### config.mk
export PLATFORM = sky130hd
export DESIGN_NAME = serial_sub_8
export DESIGN_NICKNAME = d
export VERILOG_FILES = /design/src/rtl/arith_pkg.sv /design/src/rtl/sub_1.sv /design/src/rtl/serial_sub_8.sv
export SDC_FILE = /design/constraint.sdc
export NUM_CORES = 1
export LEC_CHECK = 0
export CAP_MARGIN = 20
export CORE_ASPECT_RATIO = 1.25
export CORE_MARGIN = 2
export CORE_UTILIZATION = 40
export CTS_CLUSTER_DIAMETER = 50
export CTS_CLUSTER_SIZE = 8
export DETAILED_ROUTE_END_ITERATION = 8
export GPL_TIMING_DRIVEN = 0
export PLACE_DENSITY_LB_ADDON = 0.15
export SETUP_SLACK_MARGIN = 0.4
export SKIP_LAST_GASP = 1
export SLEW_MARGIN = 20
export SYNTH_ARGS = -nofsm -noshare
export SYNTH_HDL_FRONTEND = slang
export SYNTH_SLANG_ARGS = --single-unit
### constraint.sdc
create_clock -name clk -period 2.47 [get_ports clk]
set_clock_uncertainty 0.15 [all_clocks]
set_input_delay 0.494 -clock clk [delete_from_list [all_inputs] [get_ports clk]]
set_output_delay 0.494 -clock clk [all_outputs]
set_load 0.02 [all_outputs]
### src/rtl/arith_pkg.sv
// Shared arithmetic definitions: FSM state type and default datapath width.
package arith_pkg;

  localparam int ARITH_W = 8;

  typedef enum logic [1:0] {
    IDLE,
    SHIFT,
    DONE
  } sub_state_t;

endpackage

### src/rtl/sub_1.sv
// One-bit full subtractor cell: d = a - b - bin, with borrow out.
module sub_1 (
  input  logic a,
  input  logic b,
  input  logic bin,
  output logic d,
  output logic bout
);

  assign d    = a ^ b ^ bin;
  assign bout = (~a & b) | (~(a ^ b) & bin);

endmodule

### src/rtl/serial_sub_8.sv
// Bit-serial subtractor: a - b computed LSB-first through one sub_1 cell and a
// registered borrow, one bit per clock, with a start/done handshake.
module serial_sub_8
  import arith_pkg::*;
#(
  parameter int N = ARITH_W
) (
  input  logic         clk,
  input  logic         rst_n,
  input  logic         start,
  input  logic [N-1:0] a,
  input  logic [N-1:0] b,
  output logic         busy,
  output logic         done,
  output logic [N-1:0] diff,
  output logic         borrow,
  output logic         ovf
);

  localparam int CW = $clog2(N);
  localparam logic [CW-1:0] LAST = CW'(N - 1);

  sub_state_t    r_state;
  sub_state_t    w_next;
  logic [N-1:0]  r_a_sr;
  logic [N-1:0]  r_b_sr;
  logic [N-2:0]  r_d_sr;
  logic          r_br;
  logic [CW-1:0] r_cnt;
  logic [N-1:0]  r_diff;
  logic          r_borrow;
  logic          r_ovf;
  logic          w_d;
  logic          w_bo;
  logic          w_last;
  logic [N-1:0]  w_d_next;

  sub_1 u_cell (
    .a    (r_a_sr[0]),
    .b    (r_b_sr[0]),
    .bin  (r_br),
    .d    (w_d),
    .bout (w_bo)
  );

  assign w_last   = (r_cnt == LAST);
  // Only N-1 collected bits are stored; the newest bit joins them on the way out.
  assign w_d_next = {w_d, r_d_sr};

  always_ff @(posedge clk or negedge rst_n) begin
    if (!rst_n) begin
      r_state <= IDLE;
    end else begin
      r_state <= w_next;
    end
  end

  always_comb begin
    w_next = r_state;
    case (r_state)
      IDLE:    if (start) w_next = SHIFT;
      SHIFT:   if (w_last) w_next = DONE;
      DONE:    w_next = IDLE;
      default: w_next = IDLE;
    endcase
  end

  always_ff @(posedge clk or negedge rst_n) begin
    if (!rst_n) begin
      r_a_sr   <= '0;
      r_b_sr   <= '0;
      r_d_sr   <= '0;
      r_br     <= 1'b0;
      r_cnt    <= '0;
      r_diff   <= '0;
      r_borrow <= 1'b0;
      r_ovf    <= 1'b0;
    end else begin
      case (r_state)
        IDLE: begin
          if (start) begin
            r_a_sr <= a;
            r_b_sr <= b;
            r_br   <= 1'b0;
            r_cnt  <= '0;
          end
        end
        SHIFT: begin
          r_a_sr <= {1'b0, r_a_sr[N-1:1]};
          r_b_sr <= {1'b0, r_b_sr[N-1:1]};
          r_d_sr <= w_d_next[N-1:1];
          r_br   <= w_bo;
          // Counter holds at the last value so it never wraps mid-operation.
          if (w_last) begin
            r_diff   <= w_d_next;
            r_borrow <= w_bo;
            r_ovf    <= r_br ^ w_bo;
          end else begin
            r_cnt <= r_cnt + 1'b1;
          end
        end
        default: ;
      endcase
    end
  end

  assign busy   = (r_state != IDLE);
  assign done   = (r_state == DONE);
  assign diff   = r_diff;
  assign borrow = r_borrow;
  assign ovf    = r_ovf;

endmodule

# Word level (Yosys, flattened, before mapping)
# Index checks and enable logic that the tools add are counted.
# Widths: inputs -> output; s select.
classes:
  n_reduce_logical: 7
  n_addsub: 1
  bitwise: 8
  n_mux: 12
  eq_ne: 6
ops:
  columns: ["operator", "count"]
  rows:
  - ["$pmux 8 s2", 2]
  - ["$mux 8", 2]
  - ["$mux 3", 2]
  - ["$ne 2x2->1 const B", 3]
  - ["$pmux 3 s2", 1]
  - ["$reduce_and 2->1", 3]
  - ["$mux 2", 2]
  - ["$pmux 2 s2", 1]
  - ["$reduce_bool 2->1", 2]
  - ["$add 3x1->3 const B", 1]
  - ["$eq 3x3->1 const B", 1]
  - ["$reduce_and 3->1", 1]
  - ["$xor 1x1->1", 3]
  - ["$and 1x1->1", 2]
  - ["$eq 2x1->1 const B", 1]
  - ["$eq 2x2->1 const B", 1]
  - ["$logic_not 2->1", 1]
  - ["$not 1->1", 2]
  - ["$pmux 1 s2", 1]
  - ["$mux 1", 1]
  - ["$or 1x1->1", 1]
totals:
  input_bits: 19
  output_inout_bits: 12
  reg_bits: 39
  wordCells: 43

# Longest topological paths before layout
# Gate-level depths: netlist (run 1).
depth:
  depth_word: 5
  ltp_mapped: 5
  mapped_depth_nobuf: 4

# Modules after synthesis
# A second synthesis (run 1) with hierarchy kept.
unflattened:
  cells_unflattened: 155
  area_unflattened_um2: 1868.0
modules_own_cells:
  columns: ["mod", "cells_each", "seq_area_each_um2", "n_inst", "area_each_um2"]
  rows:
  - ["serial_sub_8", 151, 975.9, 1, 1836.8]
  - ["sub_1", 4, 0.0, 1, 31.3]

# Least setup slack after synthesis (run 1)
# Ideal clock, no wire load.
synth_timing:
  path_type: "flip-flop to output port"
  start: "register r_state[1]"
  end: "output port done"
  arrival_time_ns: 1.155
  stages_incl_launch_ff: 5
  required_ns: 1.826
  path_slack_ns: 0.671
  cell_sequence: "dfrtp_1 buf_2 buf_2 buf_2 nor2b_1"
synth_via:
  elab_chain_len: 1
synth_rtl:
  columns: ["item", "line", "rtl"]
  rows:
  - ["from (decl)", "serial_sub_8.sv:23", "sub_state_t r_state;"]
  - ["from (signal assigned)", "serial_sub_8.sv:54", "r_state <= w_next;"]
  - ["$eq 2x2->1", "serial_sub_8.sv:108", "assign done = (r_state == DONE);"]
  - ["to (decl)", "serial_sub_8.sv:14", "output logic done,"]
# Every way passes these cells.

# Worst setup path in the final report (run 1)
layout_timing:
  start: "register r_state[0]"
  end: "output port busy"
layout_via:
  elab_chain_len: 1
layout_rtl:
  columns: ["item", "line", "rtl"]
  rows:
  - ["$reduce_bool 2->1", "serial_sub_8.sv:107", "assign busy = (r_state != IDLE);"]
  - ["to (decl)", "serial_sub_8.sv:13", "output logic busy,"]
# Every way passes these cells.

==> metrics, run 1 <==
status completed; Final ANT Viol Nets 0; GRT Total Usage ~17%; element type at the critical path start flop; Synth Instances 150; commonest non-fill, non-tap cell in the layout dfrtp_1; post-synth design cell area around 0.0019 mm2; Final min period slightly above 2 ns; Synth Flop Type dfrtp_1; Post-synth ARST share 100.0%; Finished Core Util a little over half; starting density of the core between 40% and 50%; relative slew slack slightly above 70%; total grt overflow 0; WP buf/inv 3; commonest cells after routing, fill and taps aside dfrtp_1 (39), clkdlybuf4s50_1 (27), inv_1 (15), nor3b_1 (11), nor4b_1 (10); slowest CP cell dfrtp_1; post-synthesis sequential area ratio between 50% and 60%; LEAKAGE around 1.1 nW; final setup margin ~0.44 ns; CP Cell Sequence buf_6 > buf_4 > or2_4 > buf_6; Syn. warnings 0; Max Fclk just under 500 MHz; reg2reg path depth 5; first-pass GRT wire length between 6000 and 7000 um; # DRC 0; row count 28; Final Hold Viols 0; fin crit share 82.20%; reg2reg setup slack 0.66 ns; Worst setup EP type primary output; port bufs 30; Clk pin slew, worst setup/hold paths ~0.08 ns; Die Y about 80 um; peak supply drop approximately 500 uV; RSZ-0062 raised after global routing false; delay-heaviest family, CP buffers and inverters; area grow syn2layout 30.90%; total power ~3 mW; Core Box Area roughly 0.0047 mm2; most frequent CP cell buf_6; Worst-Margin Slew approximately 0.42 ns; die area 0.005319 mm2; Setup CP Type flop to primary output; clock tree buffer depth 2; synth unique cells 31; clk_lat worst skew 0.30 ns; Hold Crit Class flop to flop; endpoints failing setup 0; H-tree depth 2; CTS tree yes; WL/cell roughly 15 um; share of cells above drive strength 1 a little over a quarter; Mapped Nets about 170; hpwl dp ~2800 um; fillers a little over 400; Critical R2R Launch r_cnt[0]$_DFFE_PN0P_; DRT Pass-1 Iters 4; vias in the first global route around 1500; Post-Layout Cell Count between 200 and 300; EDFF count, synth 0; clk sink count 39; CP Depth 4; # nets final around 220; Inserted Clock Buffers 5; Placer Congestion around 0.81; fin. max-slew vios 0; Via Count 1360; worst flop-to-flop path endpoint borrow$_DFFE_PN0P_; placed cells 241; DP Worst Slack approximately 0.073 ns; largest net degree at the start of global routing 31; CP arrival about 1.4 ns; CTS root buffer clkbuf_8; DRT iter0 DRCs 54; pwr dens about 1200 mW/mm2; CP max FO 10; Die Wd about 66 um; Max Cap Violations 0; number of antenna diodes 0; Yosys reg bits 39; synthesized area per cell around 13 um2; vias per inst ~5.3; crit path from r_state[0]$_DFFE_PN0P_; CP endpoint busy; final WL slightly below 4000 um; initial antenna violation count 0; worst path required time around 1.8 ns; slowest stage delay, CP 0.40 ns; io pins 31
-- cells in the mapped netlist (all sizes together) (2+ instances only) --
library cell	n	area share, %
a211o	3	1.4
nor4bb	2	1.1
mux2	15	10
or4b	5	2.6
inv	15	3.0
nor4b	10	4.6
nor3b	11	4.3
nand2b	5	2.0
buf	10	3.4
clkbuf	3	0.59
nand3	2	0.53
o221ai	2	0.92
a211oi	9	3.6
o221a	5	3.0
ha	2	1.3
dfrtp	39	51
mux2i	2	1.1
-- where the power goes --
group          internal [mW]  total (mW)  switching [mW]
clock network          0.301       0.539           0.238
logic                  0.741        1.32           0.584
registers              0.943        1.13           0.189
-- timing repair --
action,CTS,global route
hold buffers,1,0
pin swaps,0,1
gates resized for setup,20,3
setup endpoints to repair,2,1
setup buffers,3,3
endpoints found under the hold margin,9,0
-- state kept, by name, summed over array words and instances (netlist names) --
name and cells:
diff 8, r_b_sr 8, r_d_sr 7, r_br 1, r_cnt 3, ovf 1
r_state 2, borrow 1, r_a_sr 8
-- layer usage --
layer,global-route usage [%],up-vias,wire [um]
met5,0,-,0
met4,8.542,0,84
met3,4.017,8,140
met2,29.70,31,2063
met1,19.57,688,1637
li1,-,633,-
-- how the worst min path moves through the flow --
stage,from,to,slack (ns),cells after the start
2_1_floorplan,rst_n,borrow$_DFFE_PN0P_,0.05,0
3_5_place_dp,rst_n,diff[7]$_DFFE_PN0P_,0.23,1
6_report,r_d_sr[0]$_DFFE_PN0P_,diff[0]$_DFFE_PN0P_,0.36,1
4_1_cts,r_d_sr[0]$_DFFE_PN0P_,diff[0]$_DFFE_PN0P_,0.36,1
3_3_place_gp,r_d_sr[0]$_DFFE_PN0P_,r_d_sr[0]$_DFFE_PN0P_,0.34,1
5_1_grt,r_d_sr[0]$_DFFE_PN0P_,diff[0]$_DFFE_PN0P_,0.39,1
-- kinds of logic after synthesis --
logic type,count (synthesis),synth area share (%)
AOI/OAI and AO/OA,23,10.47
xor gates and xnor gates,1,0.4612
adders and majority gates,3,2.371
buffers and inverters,28,6.982
DFF,39,51.38
muxes,17,11.53
and+or+nand+nor,39,16.80
-- through the flow --
| stage | hold slack [ns] | TNS, ns | area (um2) |
|---|---|---|---|
| CTS | 0.3603 | 0 | 2461 |
| floorplan | 0.04841 | 0 | 1899 |
| finish | 0.3576 | 0 | 2486 |
| global route | 0.3887 | 0 | 2486 |
| global placement | 0.3431 | -5.027 | 2275 |
| detailed placement | 0.2303 | 0 | 2290 |
-- worst reg2reg max path, cell delays in order (launching register included) --
cell and delay (ns):
dfrtp_1 0.42, ha_1 0.22, ha_1 0.26, nand3b_2 0.14, buf_6 0.18, mux2_4 0.32
-- area by class of cell --
class	count	area (um2)	area share, %
Buffer	13	106.4	4.278
Clock buffer	5	68.82	2.768
Clock inverter	3	43.79	1.761
Inverter	15	56.30	2.265
Multi-Input combinational cell	83	793.3	31.91
Sequential cell	39	975.9	39.26
Tap cell	60	75.07	3.020
Timing Repair Buffer	38	366.6	14.75
(Power assumes the default switching activity.)
==> inputs of run 2 (changes only) <==
- clock period: 2.47 -> 1.8 ns (I/O delays scaled with it)
==> run 2 against run 1 <==
Against the previous run:
- the flow now finishes with violations (negative setup slack)
- combinational power rose by 110%
- power rose by 77%
- register-to-register slack got worse by 0.61 ns
- global-route usage rose by 2.7 points
- cell count rose by 9.0%
- non-clock buffer count rose by 23
- die area did not move
- sequential share of layout area fell by 8.6 points
- critical path type unchanged
- highest routed layer unchanged
==> metrics, run 2 (synthesis gave the netlist of run 1 again) <==
final setup margin -0.06259 ns (was 0.4397 ns); DRT iter0 DRCs 35 (was 54); Worst-Margin Slew 0.3851 ns (was 0.4166 ns); placed cells 241 (unchanged); first-pass GRT wire length 7824 um (was 6789 um); DRT Pass-1 Iters 4 (unchanged); hpwl dp 2797 um (was 2829 um); largest net degree at the start of global routing 27 (was 31); fillers 332 (was 406); Inserted Clock Buffers 5 (unchanged); Hold Crit Start diff[5]$_DFFE_PN0P_ (was r_d_sr[0]$_DFFE_PN0P_); Worst setup EP type primary output (unchanged); clk sink count 39 (unchanged); area grow syn2layout 67.65% (was 30.90%); CP Cell Sequence buf_6 > buf_8 > buf_6 > or2_4 > buf_6 (was buf_6 > buf_4 > or2_4 > buf_6); endpoints failing setup 1 (was 0); most frequent CP cell buf_6 (unchanged); RSZ-0062 raised after global routing true (was false); clk_lat worst skew 0.29 ns (was 0.30 ns); Core Box Area 0.004659 mm2 (unchanged); Die Wd 65.64 um (unchanged); placed instance area 0.002351 mm2 (was 0.002290 mm2); share of cells above drive strength 1 54.79% (was 27.04%); Final ANT Viol Nets 0 (unchanged); initial antenna violation count 0 (unchanged); Setup CP Type flop to primary output (unchanged); failing checks negative setup slack; vias per inst 5.301 (was 5.313); Die Y 81.04 um (unchanged); GRT Total Usage 19.86% (was 17.11%); commonest non-fill, non-tap cell in the layout dfrtp_1 (unchanged); fin. max-slew vios 0 (unchanged); slowest CP cell dfrtp_1 (unchanged); LEAKAGE 1.490 nW (was 1.134 nW); Worst Hold Depth 1 (unchanged); Final min period between 1.5 and 2 ns; WP buf/inv 4 (was 3); Hold Crit Class flop to flop (unchanged); total power 5.300 mW (was 2.995 mW); hold endpoint diff[5]$_DFFE_PN0P_ (was diff[0]$_DFFE_PN0P_); Finished Core Util 68.34% (was 53.36%); io pins 31 (unchanged); number of antenna diodes 0 (unchanged); CTS tree yes (unchanged); Post-Layout Cell Count 279 (was 256); reg2reg setup slack 0.05 ns (was 0.66 ns); # DRC 0 (unchanged); Critical R2R Launch r_state[0]$_DFFE_PN0P_ (was r_cnt[0]$_DFFE_PN0P_); Max Cap Violations 0 (unchanged); # nets final 240 (was 217); delay-heaviest family, CP buffers and inverters (unchanged); status finished, violations left (was completed); Placer Congestion 0.7661 (was 0.8058); vias in the first global route 1570 (was 1464); WL/cell 18.00 um (was 15.34 um); CTS root buffer clkbuf_8 (unchanged); Via Count 1479 (was 1360); worst flop-to-flop path endpoint r_b_sr[5]$_DFFE_PN0P_ (was borrow$_DFFE_PN0P_); H-tree depth 2 (unchanged); peak supply drop 829.4 uV (was 499.7 uV); Clk pin slew, worst setup/hold paths 0.07 ns (was 0.08 ns); element type at the critical path start flop (unchanged); CP max FO 3 (was 10); commonest cells after routing, fill and taps aside dfrtp_1 (39), clkdlybuf4s50_1 (16), buf_4 (16) (was dfrtp_1 (39), clkdlybuf4s50_1 (27), inv_1 (15), nor3b_1 (11), nor4b_1 (10)); relative slew slack 73.98% (was 72.23%); starting density of the core 40.76% (unchanged); pwr dens 1664 mW/mm2 (was 1205 mW/mm2); Final Cell Area 0.003184 mm2 (was 0.002486 mm2); Max Fclk ~540 MHz; row count 28 (unchanged); die area 0.005319 mm2 (unchanged); port bufs 30 (unchanged); CP arrival 1.35 ns (was 1.39 ns); Final Hold Viols 0 (unchanged); fin crit share 103.5%; total grt overflow 0 (unchanged); clock tree buffer depth 2 (unchanged); reg2reg path depth 7 (was 5); DP Worst Slack -0.3503 ns (was 0.07299 ns); final WL 5021 um (was 3926 um); slowest stage delay, CP 0.38 ns (was 0.40 ns); worst path required time 1.29 ns (was 1.83 ns)
## run 2: changes by cell type in the layout (fill, tap and decap cells not counted), moves of 6 or more
cell             delta
a211oi_1            -7
nor3b_2             +6
clkdlybuf4s50_1    -11
nor4b_1             -8
a211oi_2            +7
mux2_4              +7
mux2_2              -7
nor3b_1             -6
buf_6              +11
nor4b_4             +8
buf_4               +8
## run 2: final cells by class
cell class,instances,area (um2),area share [%]
multi-input cells,83,1145,35.95
flip-flops and latches,39,975.9,30.65
repair buffers,61,605.6,19.02
plain buffers,13,193.9,6.090
well taps,60,75.07,2.358
clock buffers,6,72.57,2.279
clock inverters,2,60.06,1.886
inverters,15,56.30,1.768
## run 2: what timing repair did
item                       in CTS  in global routing
buffers inserted               16                  8
setup endpoints to repair      46                 41
pin swaps                      12                 13
resized for setup             118                 21
gates cloned                    4                  1
hold buffers                    1                  0
hold endpoints to repair       13                  0
## run 2: stage by stage
| stage | setup TNS, ns | hold slack [ns] |
|---|---|---|
| after CTS | -0.06961 | 0.3611 |
| after global placement | -30.79 | 0.3423 |
| final | -0.06259 | 0.3597 |
| after floorplan | 0 | -0.08559 |
| after detailed placement | -3.561 | 0.1419 |
| after global routing | -0.1572 | 0.3772 |
## run 2: worst max-delay path by stage
stage | from | end | slack [ns] | cells past startpoint
floorplan | r_cnt[1]$_DFFE_PN0P_ | borrow$_DFFE_PN0P_ | 0.27 | 5
global placement | rst_n | r_cnt[0]$_DFFE_PN0P_ | -0.71 | 1
detailed placement | start | r_b_sr[2]$_DFFE_PN0P_ | -0.35 | 5
CTS | r_state[1]$_DFFE_PN0P_ | busy | -0.07 | 5
global route | r_state[1]$_DFFE_PN0P_ | busy | -0.10 | 5
finish | r_state[1]$_DFFE_PN0P_ | busy | -0.06 | 5
## run 2: per-layer routing
metal / GRT usage (%) / routed length [um] / vias to the layer above
met1: 22.93 / 2024 / 764
li1: - / - / 680
met3: 3.601 / 143 / 6
met5: 0 / 0 / -
met4: 7.708 / 69 / 0
met2: 36.06 / 2783 / 29
## run 2: power breakdown
part	total [mW]	internal (mW)	leakage, nW	switching, mW
Clock	0.876	0.554	0.0654	0.322
Sequential	1.59	1.29	0.464	0.295
Combinational	2.83	1.68	0.961	1.15
Total	5.30	3.53	1.49	1.77
## run 2: worst register-to-register path, delay by kind of cell, from the launching register on
family | cells | cell delay (ns)
buffers and inverters | 5 | 0.61
flip-flops | 1 | 0.39
AO/OA/AOI/OAI | 2 | 0.49
==> inputs of run 3 (changes only) <==
--- a/config.mk
+++ b/config.mk
@@ -6,8 +6,9 @@
 export NUM_CORES = 1
 export LEC_CHECK = 0
+export ABC_AREA = 1
 export CAP_MARGIN = 20
 export CORE_ASPECT_RATIO = 1.25
 export CORE_MARGIN = 2
-export CORE_UTILIZATION = 40
+export CORE_UTILIZATION = 47
 export CTS_CLUSTER_DIAMETER = 50
 export CTS_CLUSTER_SIZE = 8
==> constraint.sdc (replaced) <==
create_clock -name clk -period 1.8 [get_ports clk]
set_clock_uncertainty 0.15 [all_clocks]
set_input_delay 0.54 -clock clk [delete_from_list [all_inputs] [get_ports clk]]
set_output_delay 0.54 -clock clk [all_outputs]
set_load 0.02 [all_outputs]
==> run 3 against run 2 <==
Against the previous run:
- the flow now finishes without violations
- highest routed layer unchanged
- worst hold slack worse by 0.029 ns
- non-clock buffer count down 10
- sequential cell count unchanged
- sequential share of layout area up 3.4 points
- critical path depth down 1
- via count up 6.4%
- first-iteration DRC count up 71%
- final area down 9.7%
==> metrics, run 3 <==
post-synthesis sequential area ratio 54.09% (was 51.38%); die area 0.004353 mm2 (was 0.005319 mm2); Via Count 1573 (was 1479); final WL 4298 um (was 5021 um); pwr dens 1821 mW/mm2 (was 1664 mW/mm2); Syn. warnings 0 (unchanged); synth unique cells 17 (was 31); DRT Pass-1 Iters 4 (unchanged); Final Cell Area 0.002874 mm2 (was 0.003184 mm2); Synth Instances 214 (was 150); WL/cell 13.56 um (was 18.00 um); EDFF count, synth 0 (unchanged); io pins 31 (unchanged); Core Box Area 0.003722 mm2 (was 0.004659 mm2); Die Y 73.27 um (was 81.04 um); Clk pin slew, worst setup/hold paths 0.08 ns (was 0.07 ns); Inserted Clock Buffers 5 (unchanged); Yosys top cell area share 54.09% (was 51.38%); Hold Crit Class flop to flop (unchanged); placed instance area 0.002192 mm2 (was 0.002351 mm2); Max Cap Violations 0 (unchanged); WP buf/inv 3 (was 4); commonest cells after routing, fill and taps aside nand2_1 (62), dfrtp_1 (38), nand2_2 (33), buf_6 (22), nand3_1 (19) (was dfrtp_1 (39), clkdlybuf4s50_1 (16), buf_4 (16)); Synth area leader dfrtp_1 (unchanged); top post-synthesis cells by area dfrtp_1 (54%), nand2_1 (22%), nand3_1 (5.3%), o21ai_2 (3.9%), buf_6 (2.5%) (was dfrtp_1 (51%), mux2_4 (6.3%), nor4b_1 (4.6%), nor3b_1 (4.3%), mux2_2 (4.2%)); commonest non-fill, non-tap cell in the layout nand2_1 (was dfrtp_1); synthesized area per cell 8.431 um2 (was 12.66 um2); GRT met3 Usage 5.986% (was 3.601%); RSZ-0062 raised after global routing true (unchanged); cell with the most instances after synthesis nand2_1 (was dfrtp_1); slowest stage delay, CP 0.43 ns (was 0.38 ns); clk sink count 39 (unchanged); Worst setup EP type primary output (unchanged); first-pass GRT wire length 6444 um (was 7824 um); CP arrival 1.10 ns (was 1.35 ns); fin. max-slew vios 0 (unchanged); clock tree buffer depth 2 (unchanged); Mapped Nets 236 (was 172); hpwl dp 2414 um (was 2797 um); slowest CP cell dfrtp_2 (was dfrtp_1); initial antenna violation count 0 (unchanged); vias per inst 4.962 (was 5.301); most used routing layer met2 (unchanged); Setup CP Type flop to primary output (unchanged); LEAKAGE 1.437 nW (was 1.490 nW); Max Fclk 557.6 MHz (was 536.9 MHz); CP max FO 3 (unchanged); fin crit share 99.63% (was 103.5%); # DRC 0 (unchanged); GRT Total Usage 20.01% (was 19.86%); Synth Flop Type dfrtp_1 (unchanged); Placer Congestion 0.7543 (was 0.7661); Final min period 1.793 ns (was 1.863 ns); number of antenna diodes 0 (unchanged); GR Util met1 23.96% (was 22.93%); row count 25 (was 28); fillers 228 (was 332); peak supply drop 1179 uV (was 829.4 uV); Worst-Margin Slew 0.2648 ns (was 0.3851 ns); starting density of the core 48.47% (was 40.76%); # nets final 298 (was 240); met2 GRT Util 33.70% (was 36.06%); CTS root buffer clkbuf_8 (unchanged); Yosys reg bits 39 (unchanged); CP Cell Sequence inv_4 > buf_8 > nor2_4 > buf_6 (was buf_6 > buf_8 > buf_6 > or2_4 > buf_6); H-tree depth 2 (unchanged); Die Wd 59.42 um (was 65.64 um); clk_lat worst skew 0.29 ns (about the same); Final ANT Viol Nets 0 (unchanged); element type at the critical path start flop (unchanged); relative slew slack 82.28% (was 73.98%); endpoints failing setup 0 (was 1); vias in the first global route 1463 (was 1570); Commonest cells post-synth nand2_1 (105), dfrtp_1 (39), nand3_1 (19), inv_1 (11) (was dfrtp_1 (39), inv_1 (15), nor3b_1 (11), nor4b_1 (10), a211oi_1 (9)); worst path required time 1.11 ns (was 1.29 ns); total grt overflow 0 (unchanged); port bufs 30 (unchanged); post-route setup TNS 0 ns (was -0.06259 ns); largest net degree at the start of global routing 33 (was 27); CTS tree yes (unchanged); area grow syn2layout 59.29% (was 67.65%); Post-synth ARST share 100.0% (unchanged); status completed (was finished, violations left); Final Hold Viols 0 (unchanged); DRT iter0 DRCs 60 (was 35); delay-heaviest family, CP flip-flops (was buffers and inverters); share of cells above drive strength 1 44.77% (was 54.79%); post-synth design cell area 0.001804 mm2 (was 0.001899 mm2)
==> run 3: path summary, 6_finish.rpt <==
| path | startpoint | end | slack (ns) | depth (start not counted) |
|---|---|---|---|---|
| max in group asynchronous | rst_n | r_state[1]$_DFFE_PN0P_ | 0.59 | 3 |
| worst max register to register | r_state[1]$_DFFE_PN0P_ | r_a_sr[6]$_DFFE_PN0P_ | 0.23 | 10 |
| worst min-delay path | r_b_sr[3]$_DFFE_PN0P_ | r_b_sr[3]$_DFFE_PN0P_ | 0.33 | 2 |
| worst min register to register | r_b_sr[3]$_DFFE_PN0P_ | r_b_sr[3]$_DFFE_PN0P_ | 0.33 | 2 |
| worst max-delay path | r_state[1]$_DFFE_PN0P_ | done | 0.007 | 4 |
| min in group asynchronous | rst_n | diff[4]$_DFFE_PN0P_ | 0.47 | 2 |
==> run 3: layout make-up <==
cell class	instances	area (um2)	area share (%)
multi-input combinational	152	947.2	32.96
clock inverter	2	60.06	2.090
buffer	9	125.1	4.353
timing repair buffer	55	581.8	20.24
sequential	39	977.2	34.00
tap	40	50.05	1.741
clock buffer	6	72.57	2.525
inverter	14	60.06	2.090
==> run 3: cells by family after synthesis <==
logic type | count (synthesis) | synth area share (%)
and+or+nand+nor | 131 | 28.99
xor gates and xnor gates | 1 | 0.4855
DFF | 39 | 54.09
buffers and inverters | 23 | 6.935
adders and majority gates | 3 | 2.496
AOI/OAI and AO/OA | 17 | 7.005
==> run 3: power by group <==
part / internal, mW / leakage [nW] / switching, mW
registers: 1.27 / 0.494 / 0.290
logic: 1.38 / 0.878 / 1.42
clock network: 0.554 / 0.0654 / 0.314
==> run 3: routing by layer <==
layer / routed length (um) / up-vias
met2: 2156 / 45
met3: 198 / 6
li1: - / 791
met1: 1863 / 731
met5: 0 / -
met4: 80 / 0
==> run 3: timing repair <==
item / in CTS / in global routing
endpoints found under the hold margin: 7 / 0
endpoints found under the setup margin: 42 / 49
setup buffers: 15 / 3
cloned: 3 / 2
hold buffers: 1 / 0
pin swaps: 3 / 22
resized for setup: 98 / 80
==> run 3: metrics by stage <==
stage / cells / power [mW] / utilization, % / setup WS, ns / hold WS (ns)
floorplan: 214 / 2.742 / - / 0.3328 / 0.09441
global placement: 284 / 3.272 / 58.49 / -0.9085 / 0.3061
detailed placement: 285 / 3.317 / 58.89 / -0.2436 / 0.2502
CTS: 312 / 4.662 / 69.85 / 0.005543 / 0.3367
global route: 317 / 5.577 / 77.21 / -0.03501 / 0.3549
finish: 317 / 5.234 / 77.21 / 0.006634 / 0.3305
==> run 3: worst register-to-register path, cell delays in order (launching register included) <==
cell and delay [ns]:
dfrtp_2 0.46, inv_4 0.08, buf_4 0.10, buf_6 0.09, buf_6 0.12, nand2_8 0.09
buf_8 0.16, nand2_2 0.06, nand2_2 0.05, nand2_2 0.05, nand2_1 0.05
